$ cat config.mk
export PLATFORM = sky130hd
export DESIGN_NAME = fetch_pc_unit_flat
export DESIGN_NICKNAME = d
export VERILOG_FILES = /design/src/rtl/mips_pkg.sv /design/src/rtl/fetch_pc_unit_if.sv /design/src/rtl/branch_target_calc.sv /design/src/rtl/fetch_pc_unit.sv /design/src/flat_wrapper.sv
export SDC_FILE = /design/constraint.sdc
export NUM_CORES = 1
export LEC_CHECK = 0
export ABC_AREA = 1
export CORE_ASPECT_RATIO = 1.75
export CORE_UTILIZATION = 53
export CTS_CLUSTER_DIAMETER = 30
export DETAILED_ROUTE_END_ITERATION = 10
export PLACE_DENSITY_LB_ADDON = 0.12
export SLEW_MARGIN = 20
export SYNTH_ARGS = -nofsm -noshare
export SYNTH_HDL_FRONTEND = slang
export SYNTH_SLANG_ARGS = --single-unit
$ cat constraint.sdc
create_clock -name CLK -period 2.1 [get_ports CLK]
set_input_delay 0.21 -clock CLK [delete_from_list [all_inputs] [get_ports CLK]]
set_output_delay 0.21 -clock CLK [all_outputs]
set_load 0.02 [all_outputs]
$ cat src/rtl/mips_pkg.sv
// Shared MIPS decode constants and the fetch FSM state type.
package mips_pkg;

  localparam logic [5:0] OP_SPECIAL = 6'b000000;
  localparam logic [5:0] OP_REGIMM  = 6'b000001;
  localparam logic [5:0] OP_J       = 6'b000010;
  localparam logic [5:0] OP_JAL     = 6'b000011;
  localparam logic [5:0] OP_BEQ     = 6'b000100;
  localparam logic [5:0] OP_BNE     = 6'b000101;
  localparam logic [5:0] OP_BLEZ    = 6'b000110;
  localparam logic [5:0] OP_BGTZ    = 6'b000111;

  localparam logic [5:0] FN_JR      = 6'b001000;
  localparam logic [5:0] FN_JALR    = 6'b001001;

  typedef enum logic {
    RUN     = 1'b0,
    PENDING = 1'b1
  } fsm_state_t;

endpackage

$ cat src/rtl/fetch_pc_unit_if.sv
// Pipeline-side signals of the fetch PC unit, plus its FSM state for observation.
interface fetch_pc_unit_if #(
  parameter int CNT_W = 16
) ();
  import mips_pkg::*;

  // ID offers a decision when ID_Valid=1 and Stall_ID=0; it is consumed only if taken
  // and the opcode is a branch/jump. IF takes a new PC only in cycles with Stall_IF=0.
  logic             Stall_IF;
  logic             Stall_ID;
  logic             ID_Valid;
  logic [31:0]      Instr_ID;
  logic [31:0]      PC_ID;
  logic [31:0]      OpA;
  logic             taken;
  logic [31:0]      PC_IF;
  logic             Redirect;
  logic [31:0]      Link_Addr;
  logic             Addr_Err;
  logic [CNT_W-1:0] Redir_Count;
  fsm_state_t       state;

  modport master (
    output Stall_IF, Stall_ID, ID_Valid, Instr_ID, PC_ID, OpA, taken,
    input  PC_IF, Redirect, Link_Addr, Addr_Err, Redir_Count, state
  );

  modport slave (
    input  Stall_IF, Stall_ID, ID_Valid, Instr_ID, PC_ID, OpA, taken,
    output PC_IF, Redirect, Link_Addr, Addr_Err, Redir_Count, state
  );

endinterface

$ cat src/rtl/branch_target_calc.sv
// Combinational redirect target for the instruction in ID: branch, J/JAL or JR/JALR.
module branch_target_calc
  import mips_pkg::*;
(
  input  logic [31:0] instr,
  input  logic [31:0] pc_id,
  input  logic [31:0] op_a,
  output logic [31:0] target,
  output logic        valid,
  output logic        misaligned
);

  logic [5:0]  opcode;
  logic [5:0]  funct;
  logic [31:0] pc_plus4;
  logic [31:0] br_off;
  logic [31:0] raw;

  assign opcode   = instr[31:26];
  assign funct    = instr[5:0];
  assign pc_plus4 = pc_id + 32'd4;
  assign br_off   = {{14{instr[15]}}, instr[15:0], 2'b00};

  always_comb begin
    raw   = 32'h0;
    valid = 1'b0;
    case (opcode)
      OP_REGIMM, OP_BEQ, OP_BNE, OP_BLEZ, OP_BGTZ: begin
        raw   = pc_plus4 + br_off;
        valid = 1'b1;
      end
      OP_J, OP_JAL: begin
        raw   = {pc_plus4[31:28], instr[25:0], 2'b00};
        valid = 1'b1;
      end
      OP_SPECIAL: begin
        if (funct == FN_JR || funct == FN_JALR) begin
          raw   = op_a;
          valid = 1'b1;
        end
      end
      default: ;
    endcase
  end

  // Only a register target can be misaligned; the fetch address is always word aligned.
  assign target     = {raw[31:2], 2'b00};
  assign misaligned = |raw[1:0];

endmodule

$ cat src/rtl/fetch_pc_unit.sv
// IF-stage program counter with delayed (post delay-slot) redirect and stall-tolerant pending target.
module fetch_pc_unit
  import mips_pkg::*;
#(
  parameter logic [31:0] RESET_VECTOR = 32'h0040_0000,
  parameter int          CNT_W        = 16
) (
  input logic            CLK,
  input logic            RESET,
  fetch_pc_unit_if.slave bus
);

  fsm_state_t       state_q, state_d;
  logic [31:0]      pc_q, pc_d;
  logic [31:0]      pend_tgt_q, pend_tgt_d;
  logic             pend_err_q, pend_err_d;
  logic             redirect_q, redirect_d;
  logic             addr_err_q, addr_err_d;
  logic [CNT_W-1:0] cnt_q;

  logic [31:0]      tgt;
  logic             tgt_valid;
  logic             tgt_mis;
  logic             accept;

  branch_target_calc u_calc (
    .instr      (bus.Instr_ID),
    .pc_id      (bus.PC_ID),
    .op_a       (bus.OpA),
    .target     (tgt),
    .valid      (tgt_valid),
    .misaligned (tgt_mis)
  );

  assign accept = bus.ID_Valid & ~bus.Stall_ID & bus.taken & tgt_valid;

  always_comb begin
    state_d    = state_q;
    pc_d       = pc_q;
    pend_tgt_d = pend_tgt_q;
    pend_err_d = pend_err_q;
    redirect_d = 1'b0;
    addr_err_d = 1'b0;
    case (state_q)
      RUN: begin
        if (accept && !bus.Stall_IF) begin
          pc_d       = tgt;
          redirect_d = 1'b1;
          addr_err_d = tgt_mis;
        end else if (accept) begin
          pend_tgt_d = tgt;
          pend_err_d = tgt_mis;
          state_d    = PENDING;
        end else if (!bus.Stall_IF) begin
          pc_d = pc_q + 32'd4;
        end
      end
      PENDING: begin
        // A fresh decision always beats the stored one, whether released now or later.
        if (!bus.Stall_IF) begin
          pc_d       = accept ? tgt : pend_tgt_q;
          addr_err_d = accept ? tgt_mis : pend_err_q;
          redirect_d = 1'b1;
          state_d    = RUN;
        end else if (accept) begin
          pend_tgt_d = tgt;
          pend_err_d = tgt_mis;
        end
      end
      default: state_d = RUN;
    endcase
  end

  always_ff @(posedge CLK or negedge RESET) begin
    if (!RESET) begin
      state_q    <= RUN;
      pc_q       <= RESET_VECTOR;
      pend_tgt_q <= 32'h0;
      pend_err_q <= 1'b0;
      redirect_q <= 1'b0;
      addr_err_q <= 1'b0;
    end else begin
      state_q    <= state_d;
      pc_q       <= pc_d;
      pend_tgt_q <= pend_tgt_d;
      pend_err_q <= pend_err_d;
      redirect_q <= redirect_d;
      addr_err_q <= addr_err_d;
    end
  end

  // Counts on the same edge that raises Redirect, so the two are visible together.
  always_ff @(posedge CLK or negedge RESET) begin
    if (!RESET) begin
      cnt_q <= '0;
    end else if (redirect_d && (cnt_q != {CNT_W{1'b1}})) begin
      cnt_q <= cnt_q + 1'b1;
    end
  end

  assign bus.PC_IF       = pc_q;
  assign bus.Redirect    = redirect_q;
  assign bus.Addr_Err    = addr_err_q;
  assign bus.Redir_Count = cnt_q;
  assign bus.Link_Addr   = bus.PC_ID + 32'd8;
  assign bus.state       = state_q;

endmodule

$ cat src/flat_wrapper.sv
// flat-port wrapper written by rule: the top's interface ports become plain ports
module fetch_pc_unit_flat import mips_pkg::*;
#(
  parameter logic [31:0] RESET_VECTOR = 32'h0040_0000,
  parameter int          CNT_W        = 16
)
  (CLK, RESET, bus_Stall_IF, bus_Stall_ID, bus_ID_Valid, bus_Instr_ID, bus_PC_ID, bus_OpA, bus_taken, bus_PC_IF, bus_Redirect, bus_Link_Addr, bus_Addr_Err, bus_Redir_Count, bus_state);
  fetch_pc_unit_if #(.CNT_W(CNT_W)) bus_i ();
  input logic CLK;
  input logic RESET;
  input wire logic [$bits(bus_i.Stall_IF)-1:0] bus_Stall_IF;
  input wire logic [$bits(bus_i.Stall_ID)-1:0] bus_Stall_ID;
  input wire logic [$bits(bus_i.ID_Valid)-1:0] bus_ID_Valid;
  input wire logic [$bits(bus_i.Instr_ID)-1:0] bus_Instr_ID;
  input wire logic [$bits(bus_i.PC_ID)-1:0] bus_PC_ID;
  input wire logic [$bits(bus_i.OpA)-1:0] bus_OpA;
  input wire logic [$bits(bus_i.taken)-1:0] bus_taken;
  output wire logic [$bits(bus_i.PC_IF)-1:0] bus_PC_IF;
  output wire logic [$bits(bus_i.Redirect)-1:0] bus_Redirect;
  output wire logic [$bits(bus_i.Link_Addr)-1:0] bus_Link_Addr;
  output wire logic [$bits(bus_i.Addr_Err)-1:0] bus_Addr_Err;
  output wire logic [$bits(bus_i.Redir_Count)-1:0] bus_Redir_Count;
  output wire logic [$bits(bus_i.state)-1:0] bus_state;
  assign bus_i.Stall_IF = bus_Stall_IF;
  assign bus_i.Stall_ID = bus_Stall_ID;
  assign bus_i.ID_Valid = bus_ID_Valid;
  assign bus_i.Instr_ID = bus_Instr_ID;
  assign bus_i.PC_ID = bus_PC_ID;
  assign bus_i.OpA = bus_OpA;
  assign bus_i.taken = bus_taken;
  assign bus_PC_IF = bus_i.PC_IF;
  assign bus_Redirect = bus_i.Redirect;
  assign bus_Link_Addr = bus_i.Link_Addr;
  assign bus_Addr_Err = bus_i.Addr_Err;
  assign bus_Redir_Count = bus_i.Redir_Count;
  assign bus_state = bus_i.state;
  fetch_pc_unit #(.RESET_VECTOR(RESET_VECTOR), .CNT_W(CNT_W)) u_core (.CLK(CLK), .RESET(RESET), .bus(bus_i));
endmodule
==> flow_metrics.env, run 1 <==
export IMPL_die_height_um=171
export IMPL_synth_seq_cells=84
export IMPL_clockBufferDepth=2
export IMPL_htree_levels=3
export IMPL_async_reset_ff_share_pct=100
export IMPL_syn_inst=1392
export IMPL_syn_avg_cell_area_um2=6.24
export IMPL_grt_pass1_vias=16300
export IMPL_status="did not finish"
export IMPL_clock_sink_count=84
export IMPL_synth_top_family_by_area="simple AND/OR/NAND/NOR gates"
export IMPL_dp_cells=1999
export IMPL_numPortBuffers=184
export IMPL_dp_hpwl_mm=28.8
export IMPL_io_pins=185
export IMPL_synth_xor_xnor_area_share_pct=8.27
export IMPL_seq_area_frac_synth_pct=24.2
export IMPL_yosys_warnings=0
export IMPL_globalRouteTotalUtil_pct=74.4
export IMPL_grt_pass1_wl_mm=96.3
export IMPL_yosys_most_used_dff="dfrtp_1"
export IMPL_stop_error="[ERROR GRT-0116] Global routing finished with congestion. Check the congestion regions in the DRC Viewer."
export IMPL_numCtsBuffers=9
export IMPL_synth_simple_gate_area_share_pct=40.8
export IMPL_post_synth_fa_ha_maj_area_fraction_pct=5.56
export IMPL_num_rows=61
export IMPL_overflow=110
export IMPL_place_gp_congestion=1.04
export IMPL_start_util_pct=54.4
export IMPL_muxShareOfSynthArea_pct=0.231
export IMPL_synth_compound_area_share_pct=11.5
export IMPL_place_area_mm2=0.0129
export IMPL_synth_cell_type_count=48
export IMPL_synth_area_mm2=0.00868
export IMPL_die_w_um=98.7
export IMPL_synth_nets=1532
export IMPL_synth_edf_count=0
export IMPL_failed_stage="global routing (5_1_grt)"
export IMPL_grt_max_degree=85
export IMPL_clock_root_buffer="clkbuf_16"
through the flow:
| stage | setup slack [ps] | hold WS, ps |
|---|---|---|
| floorplan | -452 | -85.6 |
| global placement | -1480 | 268 |
| detailed placement | -1530 | 274 |
| CTS | -455 | 449 |
cell usage after synthesis (3+ instances only):
master / n / area share, %
a31oi_1: 3 / 0.22
nand3b_1: 11 / 0.95
buf_2: 10 / 0.58
nor2_2: 6 / 0.43
o211ai_1: 17 / 1.5
nor3_1: 35 / 2.0
dfrtp_1: 83 / 24
buf_6: 3 / 0.39
nand2_2: 5 / 0.36
a21oi_1: 50 / 2.9
nand3_1: 137 / 7.9
nor4_1: 7 / 0.50
inv_2: 5 / 0.22
o21ai_0: 53 / 3.1
a22oi_1: 21 / 1.8
o21ai_1: 8 / 0.46
o21bai_1: 6 / 0.52
inv_1: 158 / 6.8
nor3_2: 3 / 0.35
nand2_1: 434 / 19
or2_2: 13 / 0.94
clkbuf_1: 13 / 0.56
nor2_1: 128 / 5.5
nand4_1: 22 / 1.6
buf_4: 5 / 0.43
and2_1: 4 / 0.29
ha_1: 37 / 5.3
xnor2_1: 22 / 2.2
xor2_1: 60 / 6.1
buf_1: 5 / 0.22
a21o_1: 7 / 0.61
logic make-up after synthesis:
group	Yosys count
xor+xnor	82
mux	2
fa+ha+maj	38
simple gates	814
flops	84
buf+inv	202
compound gates	170
layer usage:
layer  GRT overflow  track usage [%]
met5              0             7.38
met4             49             89.1
met3              1             49.4
met2             57             97.0
met1              3             71.0
what timing repair did:
action,4_1_cts
buffers inserted,51
setup endpoints to repair,85
pin swaps,154
hold buffers,1
gates resized for setup,450
hold endpoints to repair,83
==> run 2: changes to the inputs <==
Settings changed: CORE_ASPECT_RATIO 1.75 to unset, CORE_UTILIZATION 53 to 40, CTS_CLUSTER_DIAMETER 30 to unset, PLACE_DENSITY_LB_ADDON 0.12 to 0.15.
==> flow_metrics.env, run 2 <==
export IMPL_clockBufferDepth=2
export IMPL_dp_hpwl_mm=27.7
export IMPL_overflow=0
export IMPL_synth_most_common_cell="nand2_1"
export IMPL_synth_simple_gate_area_share_pct=40.8
export IMPL_worstMarginPinSlew_ps=536
export IMPL_period_needed_ps=2730
export IMPL_pre_cts_slack_ps=-1490
export IMPL_yosys_top_cells_area="dfrtp_1 (24%), nand2_1 (19%), nand3_1 (7.9%), inv_1 (6.8%), xor2_1 (6.1%)"
export IMPL_finalNonFillerCells=2193
export IMPL_synth_xor_xnor_area_share_pct=8.27
export IMPL_die_w_um=149
export IMPL_pwr_share_clk_pct=20.1
export IMPL_synth_cell_type_count=48
export IMPL_drv_slew=0
export IMPL_grt_max_degree=38
export IMPL_synth_compound_area_share_pct=11.5
export IMPL_setup_viol=60
export IMPL_syn_inst=1392
export IMPL_fmax_ghz=0.367
export IMPL_drt_first_pass_iters=5
export IMPL_syn_avg_cell_area_um2=6.24
export IMPL_final_common_cell="buf_4"
export IMPL_switchingPower_uw=3170
export IMPL_numCtsBuffers=9
export IMPL_status="finished with violations"
export IMPL_antenna_found_initial=1
export IMPL_required_ps=2390
export IMPL_layout_setup_ws_ps=-627
export IMPL_synthToLayoutAreaGrowth_pct=89.5
export IMPL_synth_area_mm2=0.00868
export IMPL_vdd_ir_drop_max_mv=0.488
export IMPL_io_pins=185
export IMPL_muxShareOfSynthArea_pct=0.231
export IMPL_globalRouteTotalUtil_pct=32.9
export IMPL_cp_max_fo=3
export IMPL_clk_latency_ps=350
export IMPL_drc=0
export IMPL_power_density_mw_per_mm2=471
export IMPL_wl_per_cell_um=20.2
export IMPL_async_reset_ff_share_pct=100
export IMPL_synth_top_family_by_area="simple AND/OR/NAND/NOR gates"
export IMPL_ant_nets=0
export IMPL_die_height_um=149
export IMPL_hold_path_class="input port to register"
export IMPL_core_area_mm2=0.0212
export IMPL_p_int_uw=4580
export IMPL_cts_tree="built"
export IMPL_cp_slowest_cell="mux2i_1"
export IMPL_pwr_share_comb_pct=52.2
export IMPL_num_nets_final=2052
export IMPL_power_frac_seq_pct=27.8
export IMPL_clock_sink_count=84
export IMPL_n_fill_cell=1367
export IMPL_worst_path_most_repeated_cell="nand3_2"
export IMPL_rsz0062_at_grt="true"
export IMPL_post_synth_fa_ha_maj_area_fraction_pct=5.56
export IMPL_arrival_ps=3020
export IMPL_synth_edf_count=0
export IMPL_crit_chain="buf_8 -> ha_4 -> nand2_4 -> nor2_4 -> nand2_4 -> nor2_4 -> xor2_2 -> mux2i_1 -> buf_4 -> inv_4 -> ha_4 -> buf_6 -> a21oi_4 -> o21a_1 -> nand2_2 -> a21oi_2 -> nand2_1 -> nand2_1 -> nand3_2 -> nand3_2 -> nand3_2 -> nand3_2"
export IMPL_clock_root_buffer="clkbuf_16"
export IMPL_synth_area_leader_cell="dfrtp_1"
export IMPL_start_kind="input port"
export IMPL_seq_area_frac_synth_pct=24.2
export IMPL_dp_cells=2096
export IMPL_viasPerCell=5.67
export IMPL_multi_input_area_mm2=0.00822
export IMPL_num_rows=53
export IMPL_grt_pass1_vias=11400
export IMPL_post_route_period_util_pct=130
export IMPL_clock_skew_ps=8.24
export IMPL_start_util_pct=41.0
export IMPL_drive_gt1_share_pct=44.4
export IMPL_dieArea_mm2=0.0223
export IMPL_seqCellArea_mm2=0.00210
export IMPL_synth_commonest_cells="nand2_1 (434), inv_1 (158), nand3_1 (137)"
export IMPL_p_leak_uw=0.00765
export IMPL_finalWirelength_mm=44.3
export IMPL_drt_iter0_markers=1008
export IMPL_yosys_warnings=0
export IMPL_relSlewSlack_pct=63.9
export IMPL_violations="negative setup slack"
export IMPL_synth_seq_cells=84
export IMPL_htree_levels=3
export IMPL_place_gp_congestion=0.976
export IMPL_slowest_delay_ps=270
export IMPL_critPathTopFamily="simple AND/OR/NAND/NOR gates"
export IMPL_p_sw_share_pct=40.9
export IMPL_mostFrequentLayoutCells="buf_4 (308), nand2_1 (306), clkdlybuf4s50_1 (132)"
export IMPL_synth_top_area_share_pct=23.9
export IMPL_utilization_pct=77.7
export IMPL_vias=12400
export IMPL_clkTransAtPathRegs_ps=70
export IMPL_crit_buf_inv=4
export IMPL_grt_pass1_wl_mm=57.3
export IMPL_cap_viol_max_count=0
export IMPL_cp_end_kind="register"
export IMPL_yosys_most_used_dff="dfrtp_1"
export IMPL_hold_violations=0
export IMPL_synth_nets=1532
export IMPL_critical_path_class="input port to register"
export IMPL_numPortBuffers=184
-- run 2: cell counts after synthesis --
Identical to the previous run, type by type.
-- run 2: power by group through the flow --
stage | logic [uW] | clock network, uW | registers, uW
2_1_floorplan | 1200 | 0 | 2310
3_3_place_gp | 2870 | 0 | 2160
3_5_place_dp | 2910 | 0 | 2170
4_1_cts | 3260 | 1570 | 2140
5_1_grt | 4270 | 1640 | 2180
6_report | 4040 | 1560 | 2150
-- run 2: cell families after synthesis --
group	after synthesis
AND/OR/NAND/NOR	814
buffers and inverters	202
AO/OA/AOI/OAI	170
flip-flops	84
XOR/XNOR	82
adder cells (fa/ha/maj)	38
multiplexers	2
-- run 2: routing by layer --
| metal | track usage [%] | up-vias | part of all wire (%) |
|---|---|---|---|
| met5 | 0 | - | 0 |
| met4 | 11.6 | 0 | 6.4 |
| met3 | 6.18 | 253 | 9.4 |
| met2 | 53.7 | 779 | 46 |
| met1 | 43.3 | 5841 | 38 |
| li1 | - | 5566 | - |
-- run 2: layout make-up --
type | count | share of cell area [%]
repair buffers | 545 | 29.4
multi-input cells | 1106 | 50.0
inverters | 166 | 3.93
diodes | 1 | 0.0152
well taps | 275 | 2.09
flip-flops and latches | 84 | 12.8
clock buffers | 10 | 1.39
clock inverters | 6 | 0.335
-- run 2: tightest hold or removal path, stage by stage --
cell and delay, ps:
dlymetal6s2s_1 130, a22o_1 160, a21oi_1 70, o21ai_1 120
-- run 2: stage by stage --
| stage | total power, uW | instance area [um2] | hold WS, ps | setup TNS (ps) |
|---|---|---|---|---|
| 2_1_floorplan | 3510 | 8960 | -85.6 | -13780 |
| 3_3_place_gp | 5030 | 13200 | 214 | -84190 |
| 3_5_place_dp | 5070 | 13200 | 215 | -89100 |
| 4_1_cts | 6960 | 14700 | 384 | -13130 |
| 5_1_grt | 8090 | 16400 | 429 | -28340 |
| 6_report | 7750 | 16400 | 375 | -22780 |
-- run 2: final timing paths --
path                                        from                    end  slack [ps]  cells after the start
min                              bus_Instr_ID[0]   u_core.pend_tgt_q[2]         370                      4
max in group asynchronous                  RESET   u_core.bus.PC_IF[12]        1080                      3
min reg2reg                u_core.pend_tgt_q[24]  u_core.pend_tgt_q[24]         480                      1
min in group asynchronous                  RESET   u_core.bus.PC_IF[31]         390                      2
max reg2reg                  u_core.bus.PC_IF[2]   u_core.bus.PC_IF[28]         110                     11
max                                 bus_PC_ID[3]   u_core.bus.PC_IF[30]        -630                     22
-- run 2: timing repair --
action / 4_1_cts / 5_1_grt
hold buffers: 1 / 0
endpoints found under the setup margin: 82 / 79
setup buffers: 44 / 40
hold endpoints to repair: 34 / 0
gates resized for setup: 398 / 376
pin swaps: 118 / 166
(Power assumes the default switching activity.)
